[src/rtl/quote_update_sequencer_pkg.sv]
// Shared widths, order-book command encodings and the sequencer state type.
package quote_update_sequencer_pkg;

   localparam int unsigned STOCK_INDEX     = 1;
   localparam int unsigned NUM_STOCK_INDEX = 3;
   localparam int unsigned PRICE_INDEX     = 15;
   localparam int unsigned ORDER_INDEX     = 7;
   localparam int unsigned QUANTITY_INDEX  = 7;

   localparam int unsigned STOCK_W    = STOCK_INDEX + 1;
   localparam int unsigned PRICE_W    = PRICE_INDEX + 1;
   localparam int unsigned ORDER_W    = ORDER_INDEX + 1;
   localparam int unsigned QUANTITY_W = QUANTITY_INDEX + 1;

   localparam logic [2:0] ADD_ORDER    = 3'd1;
   localparam logic [2:0] CANCEL_ORDER = 3'd2;

   typedef struct packed {
      logic [PRICE_INDEX:0]    price;
      logic [ORDER_INDEX:0]    order_id;
      logic [QUANTITY_INDEX:0] quantity;
   } book_entry_t;

   typedef enum logic [2:0] {
      S_IDLE,
      S_ISSUE_CXL,
      S_WAIT_CXL,
      S_ISSUE_ADD,
      S_WAIT_ADD,
      S_FLUSH_SCAN
   } seq_state_t;

endpackage

[src/rtl/quote_update_fifo.sv]
// Synchronous show-ahead FIFO; pointers carry one extra wrap bit to tell full from empty.
module quote_update_fifo #(
   parameter int unsigned WIDTH = 18,
   parameter int unsigned DEPTH = 4
) (
   input  logic             clk_i,
   input  logic             rst_i,
   input  logic             push_i,
   input  logic [WIDTH-1:0] wdata_i,
   input  logic             pop_i,
   output logic [WIDTH-1:0] rdata_o,
   output logic             full_o,
   output logic             empty_o
);

   localparam int unsigned AW = $clog2(DEPTH);

   logic [WIDTH-1:0] mem_q [DEPTH];
   logic [AW:0]      wr_q;
   logic [AW:0]      rd_q;
   logic             do_push;
   logic             do_pop;

   assign full_o  = (wr_q[AW] != rd_q[AW]) && (wr_q[AW-1:0] == rd_q[AW-1:0]);
   assign empty_o = (wr_q == rd_q);
   assign do_push = push_i && !full_o;
   assign do_pop  = pop_i && !empty_o;
   assign rdata_o = mem_q[rd_q[AW-1:0]];

   always_ff @(posedge clk_i) begin
      if (do_push) mem_q[wr_q[AW-1:0]] <= wdata_i;
   end

   always_ff @(posedge clk_i or posedge rst_i) begin
      if (rst_i) begin
         wr_q <= '0;
         rd_q <= '0;
      end else begin
         if (do_push) wr_q <= wr_q + (AW+1)'(1);
         if (do_pop)  rd_q <= rd_q + (AW+1)'(1);
      end
   end

endmodule

[src/rtl/quote_update_sequencer.sv]
// Serialises buffered per-stock quote updates into cancel/add commands for the order book,
// tracking which stocks have a resting order and supporting a cancel-all flush.
module quote_update_sequencer
   import quote_update_sequencer_pkg::*;
#(
   parameter int unsigned FIFO_DEPTH = 4,
   parameter int unsigned ORDER_ID   = 1,
   parameter int unsigned QUANTITY   = 1
) (
   input  logic                     clk_in,
   input  logic                     rst_in,
   input  logic                     upd_valid,
   output logic                     upd_ready,
   input  logic [STOCK_INDEX:0]     upd_stock,
   input  logic [PRICE_INDEX:0]     upd_price,
   input  logic                     flush,
   output logic [STOCK_INDEX:0]     book_stock,
   output book_entry_t              book_entry,
   output logic                     book_start,
   output logic [2:0]               book_request,
   output logic [ORDER_INDEX:0]     book_order_id,
   output logic                     book_delete,
   output logic [QUANTITY_INDEX:0]  book_quantity,
   input  logic                     book_busy,
   output logic [NUM_STOCK_INDEX:0] live_mask,
   output logic                     idle,
   output logic [15:0]              upd_done_cnt
);

   localparam logic [ORDER_INDEX:0]    OID = ORDER_W'(ORDER_ID);
   localparam logic [QUANTITY_INDEX:0] QTY = QUANTITY_W'(QUANTITY);

   seq_state_t                 state_q, state_d;
   logic [STOCK_INDEX:0]       stock_q, stock_d, idx_q, idx_d;
   logic [PRICE_INDEX:0]       price_q, price_d;
   logic                       flushing_q, flushing_d, flush_pend_q, flush_pend_d;
   logic                       first_q, first_d;
   logic [NUM_STOCK_INDEX:0]   live_q, live_d;
   logic [15:0]                cnt_q, cnt_d;
   logic [STOCK_INDEX:0]       cmd_stock_q, cmd_stock_d;
   logic [2:0]                 cmd_req_q, cmd_req_d;
   logic [PRICE_INDEX:0]       cmd_price_q, cmd_price_d;
   logic [ORDER_INDEX:0]       oid_q, oid_d;
   logic [QUANTITY_INDEX:0]    qty_q, qty_d;

   logic                       fifo_full, fifo_empty, pop, exit_wait;
   logic [STOCK_INDEX:0]       head_stock;
   logic [PRICE_INDEX:0]       head_price;
   logic                       ld;
   logic [STOCK_INDEX:0]       ld_stock;
   logic [2:0]                 ld_req;
   logic [PRICE_INDEX:0]       ld_price;

   quote_update_fifo #(
      .WIDTH (STOCK_W + PRICE_W),
      .DEPTH (FIFO_DEPTH)
   ) u_fifo (
      .clk_i   (clk_in),
      .rst_i   (rst_in),
      .push_i  (upd_valid && upd_ready),
      .wdata_i ({upd_stock, upd_price}),
      .pop_i   (pop),
      .rdata_o ({head_stock, head_price}),
      .full_o  (fifo_full),
      .empty_o (fifo_empty)
   );

   assign upd_ready     = !fifo_full;
   assign exit_wait     = !first_q && !book_busy;
   assign book_start    = (state_q == S_ISSUE_CXL) || (state_q == S_ISSUE_ADD);
   assign book_stock    = cmd_stock_q;
   assign book_request  = cmd_req_q;
   assign book_delete   = (cmd_req_q == CANCEL_ORDER);
   assign book_order_id = oid_q;
   assign book_quantity = qty_q;
   assign book_entry    = '{price: cmd_price_q, order_id: oid_q, quantity: qty_q};
   assign live_mask     = live_q;
   assign upd_done_cnt  = cnt_q;
   assign idle          = (state_q == S_IDLE) && fifo_empty && !flush_pend_q;

   always_comb begin
      state_d      = state_q;
      stock_d      = stock_q;
      price_d      = price_q;
      idx_d        = idx_q;
      flushing_d   = flushing_q;
      flush_pend_d = flush_pend_q | flush;
      first_d      = 1'b0;
      live_d       = live_q;
      cnt_d        = cnt_q;
      pop          = 1'b0;
      ld           = 1'b0;
      ld_stock     = stock_q;
      ld_req       = ADD_ORDER;
      ld_price     = price_q;
      case (state_q)
         S_IDLE: begin
            if (flush_pend_q) begin
               state_d    = S_FLUSH_SCAN;
               idx_d      = '0;
               flushing_d = 1'b1;
            end else if (!fifo_empty) begin
               pop      = 1'b1;
               stock_d  = head_stock;
               price_d  = head_price;
               ld       = 1'b1;
               ld_stock = head_stock;
               ld_price = head_price;
               ld_req   = live_q[head_stock] ? CANCEL_ORDER : ADD_ORDER;
               state_d  = live_q[head_stock] ? S_ISSUE_CXL : S_ISSUE_ADD;
            end
         end
         S_ISSUE_CXL: begin
            state_d = S_WAIT_CXL;
            first_d = 1'b1;
         end
         S_WAIT_CXL: begin
            if (exit_wait) begin
               live_d[cmd_stock_q] = 1'b0;
               if (flushing_q) begin
                  state_d = S_FLUSH_SCAN;
               end else begin
                  ld      = 1'b1;
                  state_d = S_ISSUE_ADD;
               end
            end
         end
         S_ISSUE_ADD: begin
            state_d = S_WAIT_ADD;
            first_d = 1'b1;
         end
         S_WAIT_ADD: begin
            if (exit_wait) begin
               live_d[cmd_stock_q] = 1'b1;
               cnt_d               = cnt_q + 16'd1;
               state_d             = S_IDLE;
            end
         end
         S_FLUSH_SCAN: begin
            // Index stays put across a cancel; the re-visit sees the bit cleared and moves on.
            if (live_q[idx_q]) begin
               ld       = 1'b1;
               ld_stock = idx_q;
               ld_price = '0;
               ld_req   = CANCEL_ORDER;
               state_d  = S_ISSUE_CXL;
            end else if (idx_q == STOCK_W'(NUM_STOCK_INDEX)) begin
               flush_pend_d = 1'b0;
               flushing_d   = 1'b0;
               state_d      = S_IDLE;
            end else begin
               idx_d = idx_q + STOCK_W'(1);
            end
         end
         default: state_d = S_IDLE;
      endcase
   end

   always_comb begin
      cmd_stock_d = cmd_stock_q;
      cmd_req_d   = cmd_req_q;
      cmd_price_d = cmd_price_q;
      oid_d       = oid_q;
      qty_d       = qty_q;
      if (ld) begin
         cmd_stock_d = ld_stock;
         cmd_req_d   = ld_req;
         cmd_price_d = ld_price;
         oid_d       = OID;
         qty_d       = QTY;
      end
   end

   always_ff @(posedge clk_in or posedge rst_in) begin
      if (rst_in) begin
         state_q      <= S_IDLE;
         stock_q      <= '0;
         price_q      <= '0;
         idx_q        <= '0;
         flushing_q   <= 1'b0;
         flush_pend_q <= 1'b0;
         first_q      <= 1'b0;
         live_q       <= '0;
         cnt_q        <= '0;
         cmd_stock_q  <= '0;
         cmd_req_q    <= ADD_ORDER;
         cmd_price_q  <= '0;
         oid_q        <= '0;
         qty_q        <= '0;
      end else begin
         state_q      <= state_d;
         stock_q      <= stock_d;
         price_q      <= price_d;
         idx_q        <= idx_d;
         flushing_q   <= flushing_d;
         flush_pend_q <= flush_pend_d;
         first_q      <= first_d;
         live_q       <= live_d;
         cnt_q        <= cnt_d;
         cmd_stock_q  <= cmd_stock_d;
         cmd_req_q    <= cmd_req_d;
         cmd_price_q  <= cmd_price_d;
         oid_q        <= oid_d;
         qty_q        <= qty_d;
      end
   end

endmodule
[config.mk]
export PLATFORM = sky130hd
export DESIGN_NAME = quote_update_sequencer
export DESIGN_NICKNAME = d
export VERILOG_FILES = /design/src/rtl/quote_update_sequencer_pkg.sv /design/src/rtl/quote_update_fifo.sv /design/src/rtl/quote_update_sequencer.sv
export SDC_FILE = /design/constraint.sdc
export NUM_CORES = 1
export LEC_CHECK = 0
export CAP_MARGIN = 5
export CORE_MARGIN = 2
export CORE_UTILIZATION = 38
export DETAILED_ROUTE_END_ITERATION = 10
export PLACE_DENSITY = 0.71
export SYNTH_ARGS = -nofsm -noshare
export SYNTH_HDL_FRONTEND = slang
export SYNTH_HIERARCHICAL = 1
export SYNTH_SLANG_ARGS = --single-unit
[constraint.sdc]
create_clock -name clk_in -period 6.9 [get_ports clk_in]
set_clock_uncertainty 0.15 [all_clocks]
set_input_delay 1.725 -clock clk_in [delete_from_list [all_inputs] [get_ports clk_in]]
set_output_delay 1.725 -clock clk_in [all_outputs]
set_load 0.03 [all_outputs]
Word-level counts from Yosys, hierarchy flattened:

Memory sizes are Yosys's and may differ from the RTL's.
Cells that the tools add are included.

* $add $sub $neg: 4
* $lt $le $gt $ge: 4
* eq/ne operators: 18
* mux-type cells: 52
* bitwise operators: 4
* reduce and logical (&&, ||, !) cells: 23

Operators with widths (number)
* $mux W16: 3
* $pmux W16 S2: 1
* $mux W2: 11
* $mux W3: 7
* $mux W1: 18
* $pmux W3 S6: 1
* $add A16 B1 Y16 const B: 1
* $ne A2 B2 Y1 const B: 6
* $pmux W2 S2: 3
* $reduce_and A4 Y1: 3
* $eq A3 B2 Y1 const B: 3
* $lt A2 B3 Y1 const B: 3
* $logic_and A1 B1 Y1: 8
* $mux W4: 2
* $pmux W4 S2: 1
* $add A3 B1 Y3 const B: 2
* $eq A3 B3 Y1 const B: 2
* $ne A3 B3 Y1 const B: 2
* $logic_not A1 Y1: 5
* $and A4 B4 Y4: 1
* $bmux W1 S2: 2
* $not A4 Y4: 1
* $or A4 B4 Y4: 1
* $reduce_bool A2 Y1: 2
* other kinds (16): 16

* register bits after elaboration: 74
* bits in writable memories: 72
* bits of input ports: 23
* memories kept: 1

Memory list
* u_fifo.mem_q: words 4, width 18, read ports 1, clocked after Yosys merged registers in 0, wr ports 1, line quote_update_fifo.sv:18 `logic [WIDTH-1:0] mem_q [DEPTH];`

Longest topological paths before layout:

* depth in word-level cells: 8
* depth in mapped cells: 10
* gate-level depth less buffers: 8

Hierarchy:

Netlist, hierarchy kept.

Modules (own cells, without submodules)
* quote_update_sequencer: times used 1, cells each 325, area each 3359.5 sq um, sequential area each 1677.9 sq um
* quote_update_fifo: times used 1, cells each 144, area each 3113.0 sq um, sequential area each 2312.2 sq um

Worst setup path before layout:

No wires, ideal clock.

* path type: register to output
* start: register u_fifo.rd_q[1]
* end: output idle
* arrival time: 1.421 ns
* data required time: 5.025 ns
* path slack: 3.604 ns
* stages on the path, launching flop included: 6
* buffers on the path: 1
* path through: dfrtp_1 -> buf_2 -> xor2_1 -> nor3_1 -> nand2b_1 -> nor2_1

* cells in the longest elaborated chain, start to end: 3

RTL lines
* start: declaration: line quote_update_fifo.sv:20 `logic [AW:0] rd_q;`
* start signal: assignment: line quote_update_fifo.sv:40 `if (do_pop) rd_q <= rd_q + (AW+1)'(1);`
* $eq A3 B3 Y1: line quote_update_fifo.sv:25 `assign empty_o = (wr_q == rd_q);`
* net fifo_empty: line quote_update_sequencer.sv:46 `logic fifo_full, fifo_empty, pop, exit_wait;`
* $logic_and A1 B1 Y1 (2 in series): line quote_update_sequencer.sv:79 `assign idle = (state_q == S_IDLE) && fifo_empty && !flush_pend_q;`
* end: declaration: line quote_update_sequencer.sv:26 `output logic idle,`

The timed path passes the listed nets, and every way through them passes these cells.

Worst setup path in the final report:

Ends and elaborated chain as after synthesis.

==> results by stage <==
Run status:
- The run finished with clean final reports.

Setup path:
- The largest single stage delay on the critical path is 980 ps.
- STA classifies the critical path startpoint as a flip-flop.
- The cell with the largest stage delay on the worst path is sky130_fd_sc_hd__dfrtp_1.
- The data required time at the worst endpoint is 5030 ps.
- Counting cells, the worst reg-to-reg path comes to 9.
- Traced cell by cell, the critical path runs through xor2_1 > nor3_1 > nand2b_1 > nor2_1 > clkdlybuf4s50_1.
- STA classifies the critical path endpoint as an output port.
- The critical path is of the reg2out type.
- Data on the critical path arrives at its endpoint at between 3000 and 4000 ps.
- The worst register-to-register path has a setup slack of 2910 ps.
- In this run the worst path has a maximum fanout of 24.

Place:
- The half-perimeter wire length of the detailed placement result is slightly above 8000 um.
- The post-placement cell area is 7240 um2.
- The pre-CTS setup slack is 2310 ps.
- Routability-driven placement finished with a final weighted congestion of between 0.7 and 0.8.
- Including well taps, the total number of placed cells is roughly 740.
- Buffers placed on the I/O ports in this run total 70.

Clock network:
- TritonCTS built the clock tree.
- Counting the buffers created by CTS gives 17.
- The root buffer cell chosen for the clock tree is sky130_fd_sc_hd__clkbuf_16.
- The number of buffers added for setup after CTS is 0.
- The H-tree was split into 4 levels.
- The maximum buffer depth of the clock tree is 2.
- The count of hold buffers inserted by post-cts repair is 0.
- The number of sinks on the clock net is 145.
- In this run, post-CTS repair resized a total of 0 instances.
- The clock-pin transition on the worst setup and hold timing paths is ~60 ps.
- For the worst-skew pair, the clock arrives at the later sink with an insertion delay of between 400 and 500 ps.

Synth:
- After synthesis, the largest area contributor takes up about 33% of total cell area.
- Synthesis produced a netlist whose cell count is roughly 470.
- The sequential element share of the synthesized area is 61.6%.
- The fraction of synthesis flops using an asynchronous set or reset pin is roughly half.
- A synthesized cell averages 13.8 um2.
- The synthesized netlist occupies a cell area of roughly 6500 um2.
- The number of synthesized flops with an enable pin is 72.
- The number of distinct library cells after synthesis is 57.
- The Yosys step of the flow raised 6 warnings.
- The primary flip-flop cell chosen by synthesis mapping is sky130_fd_sc_hd__edfxtp_1.
- In the post-synthesis netlist, the biggest area contributors are sky130_fd_sc_hd__edfxtp_1 (33%), sky130_fd_sc_hd__dfrtp_1 (28%), sky130_fd_sc_hd__mux4_2 (5.6%).
- Synthesis inferred around 150 register bits.
- Of all cell types, the one taking the most synthesized area is sky130_fd_sc_hd__edfxtp_1.

Final layout:
- The utilization after layout is about 47%.
- Relative to the synthesized area, the layout overhead comes to 21.1%.
- In the final layout, the share of cells above drive strength 1 is 15.5%.
- The area of all placed cells without fillers is a little under 8000 um2.
- The area occupied by multi-input gates is 2200 um2.
- The net count of the finished layout is 572.
- 0 antenna diodes ended up in the layout.
- The layout filler cell count is between 1000 and 1500.
- The non-filler instance count after layout is between 700 and 800.
- The area occupied by registers is 3990 um2.

Floorplan:
- The die is 135 um wide.
- The total die area is 18100 um2.
- From bottom edge to top edge, the die measures 135 um.
- The cell row count is 47.
- The number of I/O pins is 100.
- For this configuration, the core starts out at a cell density of 38.9%.
- The floorplan core area is 16600 um2.

Global route:
- The total congestion overflow is 0.
- Global routing consumed, over all layers together, 14.4% of the routing resources.
- Entering global routing, the biggest net connects a little under 70 pins.
- The number of antenna violations at the first check in global routing is 0.
- The first-pass GRT wire length is 20200 um.
- The via count of the first global-routing pass is 3819.

STA:
- Setup repair after global routing left no endpoint under its margin.
- The final count of pins violating max slew is 0.
- The worst pin sits at a relative slew slack of 35.0%.
- In the final timing run, aggregate negative setup slack is 0 ps.
- Setup slack closes at 1870 ps.
- After layout, the minimum clock period comes to ~5000 ps.
- The number of setup violations in the final report is 0.
- The number of endpoints with negative hold slack in the final report came to 0.
- Hold is met by 322 ps.
- Timing would allow up to 199 MHz.
- In the finished design, the share of the clock period the worst path needs comes to 73.0%.
- The measured slew at the worst slew-check pin is 975 ps.

Power:
- The largest voltage drop on the vdd net is roughly 230 uV.
- The leakage dissipation is about 3.1 nW.
- The power consumption is 3.20 mW.
- The total power divided by cell area is 409 nW/um2.

Detailed routing:
- The detail route stage leaves a number of antenna-violating nets equal to 0.
- After the first detailed-routing iteration, the DRC count stood at 187.
- For this run, the detailed router's first-pass iteration total came to 4.
- The routed design has 12200 um of wire.
- The total via count in the routed design is 3840.
- In the routed design, unresolved DRC markers number 0.
- The detail-routed net length per standard cell is 15.8 um.
- Using the TritonRoute via totals, the vias-per-cell ratio works out to a little under 5.

Min path:
- The min-delay analysis places its worst path in the category reg2reg.
- The cell count of the worst hold path is 2.

Job:
- The number of max-cap violations is 0.
placed cells by master (no fill, tap or decap), types with 6 or more instances in the layout:
| cell type | netlist | routed |
|---|---|---|
| sky130_fd_sc_hd__nor2_1 | 10 | 10 |
| sky130_fd_sc_hd__and3_1 | 8 | 8 |
| sky130_fd_sc_hd__nand2b_1 | 6 | 6 |
| sky130_fd_sc_hd__xor2_1 | 7 | 7 |
| sky130_fd_sc_hd__a21oi_1 | 7 | 7 |
| sky130_fd_sc_hd__inv_6 | 0 | 6 |
| sky130_fd_sc_hd__nand2_1 | 76 | 76 |
| sky130_fd_sc_hd__clkbuf_16 | 0 | 18 |
| sky130_fd_sc_hd__dfrtp_1 | 72 | 72 |
| sky130_fd_sc_hd__o21ai_1 | 10 | 10 |
| sky130_fd_sc_hd__xnor2_1 | 14 | 14 |
| sky130_fd_sc_hd__nand3_1 | 9 | 9 |
| sky130_fd_sc_hd__nor3_1 | 6 | 6 |
| sky130_fd_sc_hd__a22oi_1 | 6 | 6 |
| sky130_fd_sc_hd__conb_1 | 1 | 29 |
| sky130_fd_sc_hd__mux4_2 | 16 | 16 |
| sky130_fd_sc_hd__o21ai_0 | 16 | 16 |
| sky130_fd_sc_hd__edfxtp_1 | 72 | 72 |
| sky130_fd_sc_hd__a22oi_2 | 10 | 10 |
| sky130_fd_sc_hd__inv_1 | 8 | 7 |
| sky130_fd_sc_hd__clkdlybuf4s50_1 | 0 | 70 |
| sky130_fd_sc_hd__ha_1 | 7 | 7 |
path summary, 6_finish.rpt:
check,start,endpoint
max reg2reg,u_fifo/rd_q[1],book_stock[0]
max,u_fifo/rd_q[1],idle
min in group asynchronous,rst_in,u_fifo/wr_q[2]
min,stock_q[1],stock_q[1]
max in group asynchronous,rst_in,asynchronous set/reset pin
min reg2reg,stock_q[1],stock_q[1]
where the power goes:
| part | switching, mW | total [mW] | internal, mW | leakage [nW] |
|---|---|---|---|---|
| registers | 0.182 | 1.31 | 1.13 | 1.58 |
| clock network | 0.378 | 0.919 | 0.540 | 0.299 |
| logic | 0.554 | 0.974 | 0.420 | 1.24 |
critical path: cells and delay by family, from the launching register on:
family / cells / cell delay [ps]
and+or+nand+nor: 3 / 760
xor gates and xnor gates: 1 / 290
buffers and inverters: 1 / 710
DFF: 1 / 980
flip-flops by register name, summed over array words and instances, names as in the netlist, named ones only:
signal	count
u_fifo/rd_q	3
flush_pend_q	1
price_q	16
stock_q	2
upd_done_cnt	16
state_q	3
u_fifo/wr_q	3
book_quantity	1
cmd_price_q	16
book_request	2
book_stock	2
flushing_q	1
idx_q	2
u_fifo/mem_q	72
first_q	1
cell usage after synthesis, drive strengths merged (2+ instances only):
cell type / n
a22oi: 16
and3: 8
or3: 3
mux2i: 5
o31ai: 5
nand4: 2
or2: 2
buf: 46
and4: 2
nor3b: 2
clkbuf: 3
nand2b: 6
nor2: 11
nand2: 76
mux4: 19
nand3: 10
ha: 7
nor3: 7
o21a: 2
dfrtp: 72
xnor2: 15
mux2: 6
o21ai: 26
a211oi: 2
inv: 8
a21oi: 8
edfxtp: 72
nor2b: 5
xor2: 9
cell families (layout without fill, tap and decap cells):
logic type / Yosys count / count (layout) / share of synthesized area [%]
simple gates: 136 / 136 / 10.6
flops: 145 / 145 / 61.6
compound gates: 69 / 69 / 7.91
xor+xnor: 24 / 24 / 3.60
mux: 30 / 30 / 8.91
other cells: 1 / 29 / 0.0579
buf+inv: 57 / 115 / 5.93
fa+ha+maj: 7 / 7 / 1.35
cell type report:
type / instances / area share [%]
clock buffers: 19 / 5.92
repair buffers: 75 / 9.42
well taps: 220 / 3.51
flip-flops and latches: 145 / 50.9
clock inverters: 13 / 1.71
inverters: 8 / 0.383
multi-input cells: 295 / 28.1
routing by layer:
metal / track usage [%] / share of wire (%) / wire (um) / vias up
met3: 3.27 / 4.8 / 587 / 10
met4: 6.02 / 1.3 / 159 / 0
met5: 0 / 0 / 0 / -
met2: 22.8 / 49 / 6030 / 133
met1: 19.3 / 45 / 5450 / 1901
li1: - / - / - / 1796
(Power assumes the default switching activity.)
